==> src/rtl/contador_param.sv <==
// Parameterised modulo counter: programmable TOP, configurable up-step,
// wrap or saturate at the limits, and a cascade enable for chaining stages.
module contador_param #(
    parameter int WIDTH   = 4,
    parameter int TOP     = (1 << WIDTH) - 1,
    parameter int STEP_UP = 3,
    parameter int WRAP    = 1
) (
    input  logic             clk,
    input  logic             reset,
    input  logic             enable,
    input  logic             cin,
    input  logic [1:0]       mode,
    input  logic [WIDTH-1:0] D,
    output logic [WIDTH-1:0] Q,
    output logic             rco,
    output logic             load
);

    localparam logic [WIDTH:0] TOP_X  = (WIDTH+1)'(TOP);
    localparam logic [WIDTH:0] STEP_X = (WIDTH+1)'(STEP_UP);
    localparam logic [WIDTH:0] ONE_X  = (WIDTH+1)'(1);
    localparam logic [WIDTH:0] SPAN_X = (WIDTH+1)'(TOP + 1);

    // Results are packed as {limit_hit, next_q}; the extra bit keeps Q+s
    // from overflowing before it is compared against TOP.
    function automatic logic [WIDTH:0] count_up(input logic [WIDTH-1:0] q,
                                                input logic [WIDTH:0]   s);
        logic [WIDTH:0] sum;
        sum = {1'b0, q} + s;
        if (sum <= TOP_X) begin
            count_up = sum;
        end else if (WRAP != 0) begin
            count_up = sum - SPAN_X;
            count_up[WIDTH] = 1'b1;
        end else begin
            count_up = {1'b1, TOP_X[WIDTH-1:0]};
        end
    endfunction

    function automatic logic [WIDTH:0] count_down(input logic [WIDTH-1:0] q);
        if (q != '0) begin
            count_down = {1'b0, q - WIDTH'(1)};
        end else if (WRAP != 0) begin
            count_down = {1'b1, TOP_X[WIDTH-1:0]};
        end else begin
            count_down = {1'b1, {WIDTH{1'b0}}};
        end
    endfunction

    function automatic logic [WIDTH-1:0] clamp_load(input logic [WIDTH-1:0] d);
        if ({1'b0, d} > TOP_X) begin
            clamp_load = TOP_X[WIDTH-1:0];
        end else begin
            clamp_load = d;
        end
    endfunction

    logic [WIDTH:0] step_res;

    always_comb begin
        step_res = count_up(Q, ONE_X);
        case (mode)
            2'b00:   step_res = count_up(Q, STEP_X);
            2'b01:   step_res = count_down(Q);
            default: step_res = count_up(Q, ONE_X);
        endcase
    end

    // Output register stage: every output is registered, one cycle after inputs.
    always_ff @(posedge clk or posedge reset) begin
        if (reset) begin
            Q    <= '0;
            rco  <= 1'b0;
            load <= 1'b0;
        end else if (enable && cin) begin
            if (mode == 2'b11) begin
                Q    <= clamp_load(D);
                rco  <= 1'b0;
                load <= 1'b1;
            end else begin
                Q    <= step_res[WIDTH-1:0];
                rco  <= step_res[WIDTH];
                load <= 1'b0;
            end
        end else begin
            rco  <= 1'b0;
            load <= 1'b0;
        end
    end

endmodule

==> config.mk <==
export PLATFORM = sky130hd
export DESIGN_NAME = contador_param
export DESIGN_NICKNAME = d
export VERILOG_FILES = /design/src/rtl/contador_param.sv
export SDC_FILE = /design/constraint.sdc
export NUM_CORES = 1
export LEC_CHECK = 0
export ABC_AREA = 1
export CAP_MARGIN = 20
export CORE_AREA = 3 3 40 42
export DETAILED_ROUTE_END_ITERATION = 6
export DIE_AREA = 0 0 43 45
export PLACE_DENSITY_LB_ADDON = 0.2
export SETUP_SLACK_MARGIN = 0.02
export SLEW_MARGIN = 20
export SYNTH_ARGS = -nofsm -noshare
export SYNTH_HDL_FRONTEND = slang
export SYNTH_SLANG_ARGS = --single-unit
==> constraint.sdc <==
create_clock -name clk -period 4.6 [get_ports clk]
set_clock_uncertainty 0.15 [all_clocks]
set_input_delay 0.92 -clock clk [delete_from_list [all_inputs] [get_ports clk]]
set_output_delay 0.92 -clock clk [all_outputs]
set_load 0.03 [all_outputs]
==> reports/results.txt <==
DPL Wire Length: 1001 µm
CTS tree: done
Hold Crit Class: flop to flop
Largest net degree at the start of global routing: 10
Die footprint: 0.001935 mm²
CP Max Fanout: 8
Sequential area share after synthesis: 26.61%
Initial antenna violation count: 0
DRC: 0
Unique masters post-synth: 18
Ys flop type: dfrtp_1
Mean post-synth cell area: 6.270 µm²
Crit Path Class: flop to output pin
Vias/cell: 5.083
Synthesis Warnings: 0
CP Launch Type: flop
Total power: 0.2678 mW
CP max stage delay: 0.74 ns
Cell Pwr Density: 365.3 mW/mm²
Synth top area cells: dfrtp_1 (27%), nand2_1 (16%), nor2_1 (11%)
Crit path buf inv count: 1
Slew Limit Fails: 0
Area Overhead vs Synth: 29.93%
First-pass GRT wire length: 2042 µm
Crit path max-delay family: buffers and inverters
RSZ-0062 raised after global routing: no
Yosys top cell area share: 26.61%
# diodes: 0
Finished Cell Area: 733.2 µm²
Nets: 122
Clock Latency Late Sink: 0.24 ns
GRT overflow: 0
Die Ht: 45 µm
Hold Crit Start: Q[3]
Worst-Margin Slew: 0.3450 ns
Avg WL per Cell: 10.17 µm
Die Wd: 43 µm
Clock Tree Buf Depth: 2
Initial Utilization: 43.91%
CTS root buffer: clkbuf_4
Status: complete, no violations
Period minus WS final: 2.587 ns
DRT iter0 DRCs: 26
Seq cells post-synth: 6
Final setup violation count: 0
Fraction of layout cells with a size suffix above 1: 7.547%
RePlAce Congestion: 0.9084
Maximum clock rate: 0.3865 GHz
Cell taking the most area after synthesis: dfrtp_1
Worst relative slew slack: 77.00%
Post-synth EDFFs: 0
Critical path data required time: 3.53 ns
Synth Net Count: 104
Number of placement rows: 13
# hold bufs at CTS: 0
CP max stage cell: clkdlybuf4s50_1
Area post-placement: 710.7 µm²
Port bufs: 15
Max-cap violation count: 0
Setup TNS: 0 ns
Ys async rst share: 100.0%
Ports: 16
Synthesized area: 564.3 µm²
Setup crit start: Q[2]
Cts bufs inserted: 3
Top-count cell post-synth: nand2_1
Crit path cell chain: clkdlybuf4s50_1
Tcrit/Tclk final: 56.24%
Gr usage total: 13.76%
Routed WL: 1231 µm
Beginning of the worst register-to-register path: Q[0]
Post-CTS Repair Setup Buffers: 0
Post-synthesis cell count: 90
Top post-synthesis cells by count: nand2_1 (24), nor2_1 (16), inv_1 (12)
Reg clk slew, reported paths: 0.05 ns
CTS resizes: 0
Critical Path AT: 1.52 ns
H-tree levels: 1
Critical path capture point type: output pin
Pleak: 0.3858 nW
Peak supply drop: 0.2203 mV
Clock tree sinks: 6
Number of global-route vias before repair: 491
Initial DRT Pass Iterations: 4
Total core area: 0.001285 mm²
Via count: 615
ANT nets after route: 0
Final hold viol count: 0
[logic make-up after synthesis]
kind of cell / synth area share (%)
AOI/OAI and AO/OA: 10.42
buffers and inverters: 13.75
adders and majority gates: 8.870
xor gates and xnor gates: 1.552
and+or+nand+nor: 38.80
DFF: 26.61
[final cells by class]
type	count	area (µm²)
flip-flops and latches	6	150.1
clock buffers	3	22.52
inverters	14	55.05
multi-input cells	68	336.6
well taps	15	18.77
repair buffers	15	150.1
fillers	132	551.8
[state kept, by name, indices dropped and copies added (netlist names)]
signal / count
Q: 4
load: 1
rco: 1
[path summary, 6_finish.rpt]
check                        to  slack, ns  cells past startpoint
min in group asynchronous  Q[3]       0.74                      2
setup reg to reg           Q[1]       2.88                      8
setup / recovery           Q[2]       2.01                      1
hold / removal             Q[3]       0.51                      2
hold reg to reg            Q[3]       0.51                      2
max in group asynchronous  Q[1]       3.37                      2
[placed cells by master (no fill, tap or decap)]
master           netlist  layout
nand2_2                1       1
nand3_1                8       8
clkdlybuf4s50_1        0      15
dfrtp_1                6       6
o21ai_1                1       1
ha_1                   4       4
nand2_1               24      24
a22oi_1                2       2
nor3_1                 2       2
a21oi_1                3       3
inv_4                  1       1
nor2_1                16      16
xnor2_1                1       1
o221ai_1               1       1
inv_2                  1       1
clkbuf_4               0       3
nor2_2                 2       2
o21ai_0                3       3
inv_1                 12      12
[where the power goes]
group / leakage (nW) / internal, mW / switching [mW]
Clock: 0.0138 / 0.0294 / 0.0176
Sequential: 0.0739 / 0.0620 / 0.0210
Combinational: 0.298 / 0.0567 / 0.0811
Total: 0.386 / 0.148 / 0.120
[layer usage]
layer	part of all wire [%]	vias to the layer above	GRT usage [%]	routed length (µm)
met5	0	-	0	0
met4	0.65	0	1.807	8
met3	8.5	2	3.586	105
met2	47	33	23.95	582
met1	43	266	17.73	535
li1	-	314	-	-
[metrics by stage]
stage | hold WS [ns] | utilization, % | std cells | worst slack [ns]
5_1_grt | 0.5363 | 57.06 | 121 | 1.962
2_1_floorplan | 0.5610 | - | 90 | 2.861
3_3_place_gp | 0.4943 | 55.31 | 118 | 2.252
3_5_place_dp | 0.4960 | 55.31 | 118 | 2.243
6_report | 0.5084 | 57.06 | 121 | 2.013
4_1_cts | 0.5069 | 57.06 | 121 | 2.007
No activity file was read; power rests on OpenSTA's default activity.
